<file path="src/rtl/slow_to_fast_pkg.sv">
// slow_to_fast_pkg: shared FSM state type, default sizes and counter-width helper for slow_to_fast.
package slow_to_fast_pkg;
    localparam int S_DEFAULT      = 12;
    localparam int SETTLE_DEFAULT = 2;

    typedef enum logic [1:0] {IDLE, SETTLE, CAPTURE} s2f_state_t;

    function automatic int cnt_width(input int settle);
        return (settle < 2) ? 1 : $clog2(settle + 1);
    endfunction
endpackage

</file>
<file path="src/rtl/slow_to_fast_if.sv">
// slow_to_fast_if: slow-domain input bus and fast-domain result bus of slow_to_fast.
interface slow_to_fast_if import slow_to_fast_pkg::*; #(parameter int S = S_DEFAULT);
    logic         slow_clk;
    logic [S-1:0] slow_data;
    logic         data_ack;
    logic [S-1:0] sync_data;
    logic         data_valid;
    logic         overrun;

    modport master (output slow_clk, slow_data, data_ack, input sync_data, data_valid, overrun);
    modport slave  (input slow_clk, slow_data, data_ack, output sync_data, data_valid, overrun);
endinterface

</file>
<file path="src/rtl/slow_to_fast_edge_det.sv">
// slow_clk_edge_det: three-flop synchronizer on slow_clk with a one-cycle rising-edge strobe.
module slow_clk_edge_det (
    input  logic fast_clk,
    input  logic clr,
    input  logic slow_clk_i,
    output logic rise_o
);
    logic [2:0] sync_q;

    always_ff @(posedge fast_clk or posedge clr)
        if (clr) sync_q <= '0;
        else     sync_q <= {sync_q[1:0], slow_clk_i};

    assign rise_o = sync_q[1] & ~sync_q[2];
endmodule

</file>
<file path="src/rtl/slow_to_fast.sv">
// slow_to_fast: captures a slow-domain word into the fast domain a fixed settle time after each slow_clk rise.
// SLOW_TO_FAST_HANDSHAKE_EN selects level valid/ack with sticky overrun; otherwise data_valid is a pulse.
module slow_to_fast #(
    parameter int S      = slow_to_fast_pkg::S_DEFAULT,
    parameter int SETTLE = slow_to_fast_pkg::SETTLE_DEFAULT
) (
    input logic           fast_clk,
    input logic           clr,
    slow_to_fast_if.slave bus
);
    import slow_to_fast_pkg::*;

    localparam int            CW   = cnt_width(SETTLE);
    localparam logic [CW-1:0] LAST = CW'(SETTLE == 0 ? 0 : SETTLE - 1);

    s2f_state_t    state_q;
    logic [CW-1:0] cnt_q;
    logic [S-1:0]  data_q;
    logic          valid_q, valid_d;
    logic          ovr_q, ovr_d;
    logic          rise, capture;

    slow_clk_edge_det u_edge (
        .fast_clk   (fast_clk),
        .clr        (clr),
        .slow_clk_i (bus.slow_clk),
        .rise_o     (rise)
    );

    assign capture = state_q == CAPTURE;

    // Edges arriving outside IDLE are simply ignored by the FSM.
    always_ff @(posedge fast_clk or posedge clr)
        if (clr) begin
            state_q <= IDLE;
            cnt_q   <= '0;
            data_q  <= '0;
        end else begin
            case (state_q)
                IDLE: if (rise) begin
                    state_q <= (SETTLE == 0) ? CAPTURE : slow_to_fast_pkg::SETTLE;
                    cnt_q   <= '0;
                end
                slow_to_fast_pkg::SETTLE: if (cnt_q == LAST) state_q <= CAPTURE;
                                          else cnt_q <= cnt_q + 1'b1;
                default: begin
                    data_q  <= bus.slow_data;
                    state_q <= IDLE;
                end
            endcase
        end

`ifdef SLOW_TO_FAST_HANDSHAKE_EN
    always_comb begin
        valid_d = capture | (valid_q & ~bus.data_ack);
        ovr_d   = ovr_q | (capture & valid_q & ~bus.data_ack) | (rise & (state_q != IDLE));
    end
`else
    logic unused_ack;
    assign unused_ack = bus.data_ack;
    always_comb begin
        valid_d = capture;
        ovr_d   = 1'b0;
    end
`endif

    always_ff @(posedge fast_clk or posedge clr)
        if (clr) begin
            valid_q <= 1'b0;
            ovr_q   <= 1'b0;
        end else begin
            valid_q <= valid_d;
            ovr_q   <= ovr_d;
        end

    assign bus.sync_data  = data_q;
    assign bus.data_valid = valid_q;
    assign bus.overrun    = ovr_q;
endmodule
</file>
<file path="src/flat_wrapper.sv">
// flat-port wrapper written by rule: the top's interface ports become plain ports
module slow_to_fast_flat import slow_to_fast_pkg::*;
#(
    parameter int S      = slow_to_fast_pkg::S_DEFAULT,
    parameter int SETTLE = slow_to_fast_pkg::SETTLE_DEFAULT
)
  (fast_clk, clr, bus_slow_clk, bus_slow_data, bus_data_ack, bus_sync_data, bus_data_valid, bus_overrun);
  slow_to_fast_if #(.S(S)) bus_i ();
  input logic fast_clk;
  input logic clr;
  input wire logic [$bits(bus_i.slow_clk)-1:0] bus_slow_clk;
  input wire logic [$bits(bus_i.slow_data)-1:0] bus_slow_data;
  input wire logic [$bits(bus_i.data_ack)-1:0] bus_data_ack;
  output wire logic [$bits(bus_i.sync_data)-1:0] bus_sync_data;
  output wire logic [$bits(bus_i.data_valid)-1:0] bus_data_valid;
  output wire logic [$bits(bus_i.overrun)-1:0] bus_overrun;
  assign bus_i.slow_clk = bus_slow_clk;
  assign bus_i.slow_data = bus_slow_data;
  assign bus_i.data_ack = bus_data_ack;
  assign bus_sync_data = bus_i.sync_data;
  assign bus_data_valid = bus_i.data_valid;
  assign bus_overrun = bus_i.overrun;
  slow_to_fast #(.S(S), .SETTLE(SETTLE)) u_core (.fast_clk(fast_clk), .clr(clr), .bus(bus_i));
endmodule
</file>
<file path="config.mk">
export PLATFORM = sky130hd
export DESIGN_NAME = slow_to_fast_flat
export DESIGN_NICKNAME = d
export VERILOG_FILES = /design/src/rtl/slow_to_fast_pkg.sv /design/src/rtl/slow_to_fast_if.sv /design/src/rtl/slow_to_fast_edge_det.sv /design/src/rtl/slow_to_fast.sv /design/src/flat_wrapper.sv
export SDC_FILE = /design/constraint.sdc
export NUM_CORES = 1
export LEC_CHECK = 0
export ABC_AREA = 1
export BUFFER_PORTS_ARGS = -buffer_cell sky130_fd_sc_hd__buf_2
export CAP_MARGIN = 5
export CORE_UTILIZATION = 46
export CTS_CLUSTER_DIAMETER = 100
export CTS_CLUSTER_SIZE = 16
export DETAILED_ROUTE_END_ITERATION = 16
export GPL_TIMING_DRIVEN = 1
export PLACE_DENSITY = 0.87
export RECOVER_POWER = 100
export SLEW_MARGIN = 5
export SYNTH_ARGS = -nofsm -noshare
export SYNTH_HDL_FRONTEND = slang
export SYNTH_SLANG_ARGS = --single-unit
</file>
<file path="constraint.sdc">
create_clock -name fast_clk -period 1.08 [get_ports fast_clk]
set_input_delay 0.108 -clock fast_clk [delete_from_list [all_inputs] [get_ports fast_clk]]
set_output_delay 0.108 -clock fast_clk [all_outputs]
set_load 0.05 [all_outputs]
</file>
# Yosys cells after proc, flatten, opt, wreduce, memory -nomap -nowiden

Cells that the tools add are included.

Register bits: 20
Latch bits: 0
Bits in writable memories: 0
ROM bits: 0
Input port bits: 16
Memories kept: 0

Add/subtract/negate cells: 1
$mul: 0
Divide/modulo/power cells: 0
Order comparisons: 0
Equality and inequality tests: 6
Shift-type cells: 0
Multiplexer cells: 6
Bitwise operators: 2
Reductions and logical operators: 5

Operator list:

| operator            | number |
|---|---|
| $mux 2              | 4 |
| $pmux 2 s2          | 2 |
| $eq 2x1->1 const B  | 2 |
| $ne 2x1->1 const B  | 2 |
| $reduce_and 3->1    | 1 |
| $add 2x1->2 const B | 1 |
| $eq 2x2->1 const B  | 1 |
| $logic_not 2->1     | 1 |
| $ne 2x2->1 const B  | 1 |
| $reduce_and 2->1    | 1 |
| $reduce_bool 2->1   | 1 |
| $reduce_or 2->1     | 1 |
| $and 1x1->1         | 1 |
| $not 1->1           | 1 |

# Depth between registers and ports, before layout

Gate-level depths: netlist (run 1).

Depth after elaboration: 4
Gate-level depth with buffers: 6
Mapped depth without buffers: 6

# Hierarchy

Synthesis (run 1) repeated with hierarchy kept, for this count alone.

Cells, all modules: 83
Area total of the unflattened synthesis: 778.2 um2

Modules (own cells, without submodules):

| module            | times used | cells each | area each (um2) | sequential area each (um2) |
|---|---|---|---|---|
| slow_to_fast      | 1          | 77         | 689.4           | 425.4 |
| slow_clk_edge_det | 1          | 6          | 88.8            | 75.1 |

# Worst setup path after synthesis (run 1)

OpenSTA, ideal clock, no wires.

Kind: register to register
Start point: register u_core.cnt_q[0]
End point: register u_core.cnt_q[0]
Library setup time: 117 ps
Arrival time: 872 ps
Path slack: 90 ps
Stages on the path, launching flop included: 6
Buffers on the path: 0
Cells stage by stage: dfrtp_1 -> ha_1 -> inv_1 -> nand3_2 -> nand3_1 -> nand2_1

Cells in the longest elaborated chain, start to end: 3

RTL lines:

| what                                           | RTL line                               | RTL |
|---|---|---|
| from (decl)                                    | slow_to_fast.sv:17                     | `logic [CW-1:0] cnt_q;` |
| from (signal assigned)                         | slow_to_fast.sv:45                     | `else cnt_q <= cnt_q + 1'b1;` |
| $add 2x1->2 or $eq 2x1->1 (tied branches)      | slow_to_fast.sv:45, slow_to_fast.sv:44 |  |
| $mux 2 or $ne 2x2->1 (tied branches)           | --                                     |  |
| $pmux 2 s2 or $reduce_and 3->1 (tied branches) | --                                     |  |

Parallel ways exist; a longest one is shown, timed or not. The select of a mux whose other input is x is not followed.
A chain may end at the register's enable or synchronous reset.

# Final worst setup path (run 1)

Start point: register u_core.data_q[6], in the netlist u_core.bus.sync_data[6]
End point: output bus_sync_data[6]

RTL lines:

| what                   | RTL line           | RTL |
|---|---|---|
| from (decl)            | slow_to_fast.sv:18 | `logic [S-1:0] data_q;` |
| from (signal assigned) | slow_to_fast.sv:47 | `data_q <= bus.slow_data;` |
| to (decl)              | flat_wrapper.sv:14 | `output wire logic [$bits(bus_i.sync_data)-1:0] bus_sync_data;` |

No word-level cell between the ends.

==> results.md, run 1 <==
- Top Layer Used: met4
- Period minus WS final: 1.045 ns
- Share of layout cells above drive strength 1: 35.59%
- Vias: 645
- First-pass GRT wire length: 2.642 mm
- CP startpoint: u_core.bus.sync_data[6]
- RSZ-0062 raised after global routing: no
- DRT iter0 DRCs: 7
- CP Class: reg2out
- Critical Path Sink Type: output pin
- All-Layer GR Usage: 20.16%
- Crit path max fanout: 2
- Most common cell after layout, fill and taps aside: nand2_1
- Yosys reg bits: 20
- Clock power share: 12.2%
- Critical Path, Cell by Cell: buf_2
- TritonCTS clock tree: done
- Leak: 0.5931 nW
- Most frequent cells in the layout: nand2_1, buf_2, dfrtp_1
- Initial antenna violation count: 0
- Crit path launch type: flop
- PnR Total Power: 3.523 mW
- Switching Share: 50.13%
- P_int: 1.757 mW
- Die width: 43 µm
- CP bufs+invs: 1
- Avg Cell Area, Syn: 9.430 µm²
- FP Rows: 14
- Worst path slowest cell: dfrtp_1
- Reg2Reg Depth: 5
- Top-Level Pins: 30
- Worst-Skew Late Latency: 0.30 ns
- Pin count of the biggest net entering global routing: 21
- Die height: 43 µm
- Synth cell types: 13
- DR vias/cell: 4.813
- Max-Cap Viols: 0
- Peak supply drop: 1.934 mV
- Status: finished clean
- IO buf count: 27
- Top delay family on crit path: flip-flops
- Layout area overhead: 33.01%
- Post-Place Worst Slack: -0.03173 ns
- Synth Warn #: 0
- Netlist Area Pre-Place: 773.2 µm²
- Synth area leader: dfrtp_1
- Avg WL per Cell: 11.69 µm
- Fmax: 0.9567 GHz
- Share of power burned in registers: 35.3%
- Syn_nets: 99
- Worst Path Arrival: 0.94 ns
- Crit path depth: 1
- Drt first pass iters: 4
- Initial core utilization: 50.16%
- Final period util: 96.79%
- Final Routed Wirelength: 1.566 mm
- Met1 Routed Length: 627 µm
- Reg-to-reg slack, setup: 0.06 ns
- Global placer's final weighted congestion: 0.6499
- # setup viols final: 0
- Top cells by area, synth: dfrtp_1, nand2_1, inv_1, buf_4, ha_1
- Clk_skew: 0.003077 ns
- Sink Count: 20
- R2r endpoint: u_core.cnt_q[1]
- R2R Path Start: u_core.cnt_q[0]
- Net Switching: 1.766 mW
- Hold Violations, Final: 0
- # diodes: 0
- Pins Over Slew Limit: 0
- Sequential-to-total area share from yosys stat: 64.72%
- Hold Crit Class: in2reg
- HPWL after DPL: 1.075 mm
- CTS buffer count: 3
- Fin nets: 136
- Core area: 0.001541 mm²
- Synth top area share: 64.72%
- Vias in the first global route: 644
- Wire length on met2: 861 µm
- Root buffer cell: clkbuf_4
- Die area: 0.001849 mm²
- Antenna Nets Post-Route: 0
- WP data required: 0.97 ns
- Gate Count Post-Synth: 82
- Worst path max stage delay: 0.37 ns
- Routed wl met3: 56 µm
- Grt total ovfl: 0
- Max clock buf depth: 2
- # DRC: 0
- Power share of the combinational group: 52.5%
- Critical path destination: bus_sync_data[6]
- CTS clk-pin slew, worst paths: 0.11 ns
- H-tree depth: 1
- Final worst slack: 0.03469 ns
- P per Cell Area: 3425 mW/mm²
sequential cells by signal (all words and copies together) (netlist names):
name	count
u_core.bus.data_valid	1
u_core.state_q	2
u_core.u_edge.sync_q	3
u_core.cnt_q	2
u_core.bus.sync_data	12
worst register-to-register path: stages, from the launching register on:
cell,delay [ns]
dfrtp_1,0.40
ha_2,0.19
inv_2,0.10
nand3_4,0.09
nand3_1,0.10
nand2_1,0.05
cells by family (layout without fill, tap and decap cells):
family,count (synthesis),after routing,synth area share [%]
other,1,1,0.4850
DFF,20,20,64.72
buffers and inverters,10,46,6.795
and+or+nand+nor,50,50,26.38
adders and majority gates,1,1,1.618
per-layer routing:
metal  vias up  GRT usage [%]
met2        22          32.73
met5         -              0
met3         4          6.383
li1        318              -
met1       301          23.65
met4         0          10.91
what timing repair did:
| action | in CTS | in global routing |
|---|---|---|
| resized for setup | 2 | 7 |
| hold endpoints to repair | 22 | 0 |
| buffers inserted | 1 | 1 |
| pin swaps | 0 | 0 |
| hold buffers | 3 | 0 |
| endpoints found under the setup margin | 2 | 6 |
worst min path at each step:
stage | startpoint | end | cells after the start
final | bus_slow_data[2] | u_core.bus.sync_data[2] | 3
after global routing | bus_slow_data[1] | u_core.bus.sync_data[1] | 3
after CTS | bus_slow_data[2] | u_core.bus.sync_data[2] | 3
after detailed placement | clr | u_core.u_edge.sync_q[0] | 3
after global placement | clr | u_core.u_edge.sync_q[0] | 3
after floorplan | clr | u_core.bus.data_valid | 1
cell usage after synthesis:
cell type	count
buf_6	1
inv_2	1
nand3_1	2
nor2_1	3
dfrtp_1	20
inv_1	6
nand4_1	2
nor2_2	1
buf_4	2
nand2_1	41
ha_1	1
conb_1	1
nand3_2	1
cell type report:
class | count | area, µm²
Sequential cell | 20 | 500.5
Inverter | 7 | 28.78
Fill cell | 134 | 513.0
Tap cell | 16 | 20.02
Multi-Input combinational cell | 52 | 235.2
Clock buffer | 4 | 36.28
Timing Repair Buffer | 35 | 207.7
power by group through the flow:
stage	Sequential [mW]	Clock (mW)	Combinational, mW
floorplan	2.04	0	0.507
CTS	1.24	0.438	1.76
detailed placement	1.25	0	1.70
global route	1.28	0.459	1.99
finish	1.25	0.429	1.85
global placement	1.22	0	1.64
stage by stage:
step / hold slack (ns) / cell area, µm² / util (%) / setup TNS, ns / std cells
after CTS: 0.002408 / 1001 / 64.94 / 0 / 133
after floorplan: 0.07183 / 773.2 / - / 0 / 82
after detailed placement: 0.1473 / 924.6 / 59.98 / -0.04825 / 125
final: 0.005783 / 1028 / 66.72 / 0 / 134
after global placement: 0.1401 / 924.6 / 59.98 / 0 / 125
after global routing: 0.008783 / 1028 / 66.72 / 0 / 134
(Power assumes the default switching activity.)
==> run 2, diff against run 1 <==
Settings changed: CAP_MARGIN 5 to 20.
Clock period 1.08 ns to 1.1 ns, I/O delays scaled along.
==> results.md, run 2 (synthesized netlist as in run 1, its figures left out) <==
- Status: finished clean (unchanged)
- Fin nets: 133 (was 136)
- All-Layer GR Usage: 16.91% (was 20.16%)
- Share of layout cells above drive strength 1: 32.46% (was 35.59%)
- Fin Setup TNS: 0 ns (unchanged)
- # DRC: 0 (unchanged)
- Vias: 617 (was 645)
- Vias in the first global route: 569 (was 644)
- Final Routed Wirelength: 1.334 mm (was 1.566 mm)
- WP data required: 0.99 ns (was 0.97 ns)
- Worst path slowest cell: dfrtp_1 (unchanged)
- TritonCTS clock tree: done (unchanged)
- Critical Path Sink Type: output pin (unchanged)
- Top delay family on crit path: flip-flops (unchanged)
- Critical Path, Cell by Cell: clkbuf_2 (was buf_2)
- Worst path max stage delay: 0.37 ns (about the same)
- Hold Violations, Final: 0 (unchanged)
- Sink Count: 20 (unchanged)
- Fmax: 0.9617 GHz
- Avg WL per Cell: 10.26 µm (was 11.69 µm)
- CP bufs+invs: 1 (unchanged)
- FP Rows: 14 (unchanged)
- Peak supply drop: 1.754 mV (was 1.934 mV)
- Grt total ovfl: 0 (unchanged)
- Max reg flops: 12 (unchanged)
- Die height: 43 µm (unchanged)
- Hold Crit Class: in2reg (unchanged)
- Min-Delay Path Depth: 3 (unchanged)
- IO buf count: 27 (unchanged)
- Clk_skew: 0.001983 ns (was 0.003077 ns)
- P per Cell Area: 3298 mW/mm² (was 3425 mW/mm²)
- DR vias/cell: 4.746 (was 4.813)
- Global placer's final weighted congestion: 0.6492 (was 0.6499)
- Initial antenna violation count: 0 (unchanged)
- Most frequent cells in the layout: nand2_1, dfrtp_1, clkbuf_2 (was nand2_1, buf_2, dfrtp_1)
- Worst Path Arrival: 0.93 ns (was 0.94 ns)
- Hold Slack: 0.01864 ns (was 0.005783 ns)
- Root buffer cell: clkbuf_4 (unchanged)
- # diodes: 0 (unchanged)
- Period minus WS final: 1.040 ns
- First-pass GRT wire length: 2.311 mm (was 2.642 mm)
- # setup viols final: 0 (unchanged)
- Pin count of the biggest net entering global routing: 21 (unchanged)
- CTS clk-pin slew, worst paths: 0.10 ns (was 0.11 ns)
- CTS buffer count: 3 (unchanged)
- H-tree depth: 1 (unchanged)
- DRT iter0 DRCs: 12 (was 7)
- Worst-Skew Late Latency: 0.28 ns (was 0.30 ns)
- Reg2Reg Depth: 4 (was 5)
- Max clock buf depth: 2 (unchanged)
- Layout area overhead: 24.60% (was 33.01%)
- RSZ-0062 raised after global routing: no (unchanged)
- Die area: 0.001849 mm² (unchanged)
- Drt first pass iters: 4 (unchanged)
- Most common cell after layout, fill and taps aside: nand2_1 (unchanged)
- Max-Cap Viols: 0 (unchanged)
- HPWL after DPL: 1.006 mm (was 1.075 mm)
- Die width: 43 µm (unchanged)
- Top-Level Pins: 30 (unchanged)
- Crit path max fanout: 2 (unchanged)
- Pins Over Slew Limit: 0 (unchanged)
- Crit path depth: 1 (unchanged)
- Final period util: 94.53%
- Core area: 0.001541 mm² (unchanged)
- CP Class: reg2out (unchanged)
- Post-CTS Repair Setup Buffers: 0 (was 1)
- Crit path launch type: flop (unchanged)
- Initial core utilization: 50.16% (unchanged)
- Antenna Nets Post-Route: 0 (unchanged)
- Leak: 0.5647 nW (was 0.5931 nW)
-- run 2: cell count changes in the layout (fill, tap and decap cells not counted) --
cell and change:
nand3_4 -1, clkbuf_8 -1, buf_2 -8, dlygate4sd3_1 -1, clkbuf_1 +1, clkbuf_2 +12, buf_4 -2, nand3_1 +1
clkbuf_4 -5
-- run 2: worst paths after layout --
check,from,slack [ns],endpoint
max,u_core.bus.sync_data[0],0.06,bus_sync_data[0]
min,bus_slow_data[2],0.02,u_core.bus.sync_data[2]
max reg2reg,u_core.cnt_q[0],0.09,u_core.cnt_q[1]
min reg2reg,u_core.u_edge.sync_q[0],0.36,u_core.u_edge.sync_q[1]
max in group asynchronous,clr,0.32,u_core.bus.sync_data[11]
min in group asynchronous,clr,0.46,u_core.bus.sync_data[0]
-- run 2: repair_timing --
action / 4_1_cts / 5_1_grt
endpoints found under the setup margin: 0 / 2
hold endpoints to repair: 21 / 0
gates resized for setup: 0 / 3
hold buffers: 2 / 0
-- run 2: where the power goes --
| group | leakage [nW] | switching (mW) | internal (mW) |
|---|---|---|---|
| Sequential | 0.247 | 0.184 | 1.03 |
| Combinational | 0.304 | 1.26 | 0.383 |
| Clock | 0.0138 | 0.192 | 0.127 |
| Total | 0.565 | 1.64 | 1.54 |
-- run 2: cell type report --
cell class | count | area [µm²]
Fill cell | 145 | 578.1
Sequential cell | 20 | 500.5
Clock buffer | 3 | 22.52
Inverter | 7 | 28.78
Timing Repair Buffer | 32 | 168.9
Multi-Input combinational cell | 52 | 222.7
Tap cell | 16 | 20.02
-- run 2: layer usage --
layer	vias to the layer above	GRT usage (%)	routed length (µm)
li1	309	-	-
met5	-	0	0
met2	18	26.06	682
met3	2	2.553	66
met1	288	22.16	575
met4	0	10.91	9
-- run 2: stage by stage --
step | instance area [µm²] | worst slack [ns] | std cells | utilization [%] | power [mW]
after global placement | 924.6 | 0.06523 | 125 | 59.98 | 2.817
after global routing | 963.4 | 0.01346 | 130 | 62.50 | 3.390
after CTS | 967.2 | 0.01612 | 130 | 62.74 | 3.216
after floorplan | 773.2 | 0.1101 | 82 | - | 2.503
final | 963.4 | 0.06021 | 130 | 62.50 | 3.177
after detailed placement | 924.6 | 0.02918 | 125 | 59.98 | 2.887
==> run 3, diff against run 2 <==
Settings changed: PLACE_DENSITY 0.87 to 0.76, REMOVE_ABC_BUFFERS set to 1.
==> results.md, run 3 (synthesized netlist as in run 1, its figures left out) <==
- CP bufs+invs: 1 (unchanged)
- Status: finished clean (unchanged)
- Max reg flops: 12 (unchanged)
- IO buf count: 27 (unchanged)
- Initial antenna violation count: 0 (unchanged)
- HPWL after DPL: 937.6 µm (was 1.006 mm)
- CTS clk-pin slew, worst paths: 0.11 ns (was 0.10 ns)
- Fin area: 0.001020 mm² (was 963.4 µm²)
- Critical Path, Cell by Cell: clkbuf_2 (unchanged)
- CTS buffer count: 3 (unchanged)
- Fmax: 0.9398 GHz (was 0.9617 GHz)
- RSZ-0062 raised after global routing: no (unchanged)
- # DRC: 0 (unchanged)
- Leak: 0.5885 nW (was 0.5647 nW)
- Fin Setup TNS: 0 ns (unchanged)
- Hold Violations, Final: 0 (unchanged)
- Worst Path Arrival: 0.95 ns (was 0.93 ns)
- DR vias/cell: 4.478 (was 4.746)
- Pin count of the biggest net entering global routing: 21 (unchanged)
- Sink Count: 20 (unchanged)
- Hold Crit Class: in2reg (unchanged)
- All-Layer GR Usage: 17.18% (was 16.91%)
- Worst path slowest cell: dfrtp_1 (unchanged)
- Final Routed Wirelength: 1.373 mm (was 1.334 mm)
- First-pass GRT wire length: 2.304 mm (was 2.311 mm)
- Max-Cap Viols: 0 (unchanged)
- Layout area overhead: 31.88% (was 24.60%)
- Fill cells: 126 (was 145)
- Peak supply drop: 1.711 mV (was 1.754 mV)
- # setup viols final: 0 (unchanged)
- # diodes: 0 (unchanged)
- Crit path launch type: flop (unchanged)
- TritonCTS clock tree: done (unchanged)
- Die area: 0.001849 mm² (unchanged)
- Initial core utilization: 50.16% (unchanged)
- Vias: 600 (was 617)
- Clk_skew: 0.007724 ns (was 0.001983 ns)
- Multi-input gate area: 230.2 µm² (was 222.7 µm²)
- Pins Over Slew Limit: 0 (unchanged)
- Antenna Nets Post-Route: 0 (unchanged)
- P per Cell Area: 3280 mW/mm² (was 3298 mW/mm²)
- Share of layout cells above drive strength 1: 34.75% (was 32.46%)
- Root buffer cell: clkbuf_4 (unchanged)
- Die width: 43 µm (unchanged)
- DRT iter0 DRCs: 5 (was 12)
- Vias in the first global route: 531 (was 569)
- Register Area: 501.7 µm² (was 500.5 µm²)
- Die height: 43 µm (unchanged)
- FP Rows: 14 (unchanged)
- Worst-Skew Late Latency: 0.29 ns (was 0.28 ns)
- Drt first pass iters: 4 (unchanged)
- Crit path max fanout: 2 (unchanged)
- Grt total ovfl: 0 (unchanged)
- PnR Total Power: 3.344 mW (was 3.177 mW)
- CP Class: reg2out (unchanged)
- Worst path max stage delay: 0.38 ns (was 0.37 ns)
- Most common cell after layout, fill and taps aside: nand2_1 (unchanged)
- H-tree depth: 1 (unchanged)
- Fin nets: 136 (was 133)
- Top delay family on crit path: flip-flops (unchanged)
- WP data required: 0.99 ns (about the same)
- Global placer's final weighted congestion: 0.6889 (was 0.6492)
- Avg WL per Cell: 10.25 µm (was 10.26 µm)
- Most frequent cells in the layout: nand2_1, dfrtp_1, buf_2 (was nand2_1, dfrtp_1, clkbuf_2)
- Final period util: 96.73% (was 94.53%)
- Max clock buf depth: 2 (unchanged)
- Placed Area: 924.6 µm² (unchanged)
- Period minus WS final: 1.064 ns (was 1.040 ns)
- Critical Path Sink Type: output pin (unchanged)
- Top-Level Pins: 30 (unchanged)
- Core area: 0.001541 mm² (unchanged)
[run 3: worst min-delay path: stages]
cell     delay (ns)
buf_2          0.07
nand2_1        0.04
nand2_1        0.05
[run 3: where the power goes]
group | switching, mW | total (mW) | leakage, nW | internal, mW
clock network | 0.208 | 0.410 | 0.0210 | 0.202
logic | 1.27 | 1.70 | 0.322 | 0.436
registers | 0.201 | 1.23 | 0.245 | 1.03
[run 3: final timing paths]
path / start / endpoint / slack (ns) / depth (start not counted)
worst max-delay path: u_core.bus.sync_data[10] / bus_sync_data[10] / 0.04 / 1
worst min-delay path: bus_slow_data[6] / u_core.bus.sync_data[6] / 0.007 / 3
worst min register to register: u_core.u_edge.sync_q[0] / u_core.u_edge.sync_q[1] / 0.36 / 0
min in group asynchronous: clr / u_core.bus.sync_data[10] / 0.46 / 4
worst max register to register: u_core.cnt_q[0] / u_core.cnt_q[0] / 0.09 / 5
max in group asynchronous: clr / u_core.state_q[1] / 0.29 / 4
[run 3: layout make-up]
| type | count | share of cell area (%) |
|---|---|---|
| repair buffers | 35 | 19.88 |
| well taps | 16 | 1.963 |
| multi-input cells | 52 | 22.58 |
| inverters | 7 | 2.822 |
| clock buffers | 4 | 3.558 |
| flip-flops and latches | 20 | 49.20 |
[run 3: per-layer routing]
metal  global-route usage, %  share of wire (%)  vias up
li1                        -                  -      317
met2                   26.06                 50       16
met5                       0                  0        -
met1                   23.01                 46      265
met4                   10.91               0.66        0
met3                   2.553                3.6        2
[run 3: repair_timing]
| action | in CTS | in global routing |
|---|---|---|
| hold endpoints to repair | 22 | 1 |
| gates cloned | 0 | 0 |
| resized for setup | 0 | 5 |
| hold buffers | 3 | 1 |
| setup buffers | 1 | 0 |
| setup endpoints to repair | 1 | 5 |
[run 3: metrics by stage]
| stage | hold slack [ns] | setup slack [ns] | utilization, % | cells |
|---|---|---|---|---|
| 2_1_floorplan | 0.07383 | 0.04869 | - | 79 |
| 3_3_place_gp | 0.1402 | 0.06484 | 59.98 | 125 |
| 3_5_place_dp | 0.1466 | 0.01410 | 59.98 | 125 |
| 4_1_cts | 0.0002648 | 0.006042 | 64.77 | 133 |
| 5_1_grt | 0.004598 | 0.01066 | 66.15 | 134 |
| 6_report | 0.006724 | 0.03592 | 66.15 | 134 |
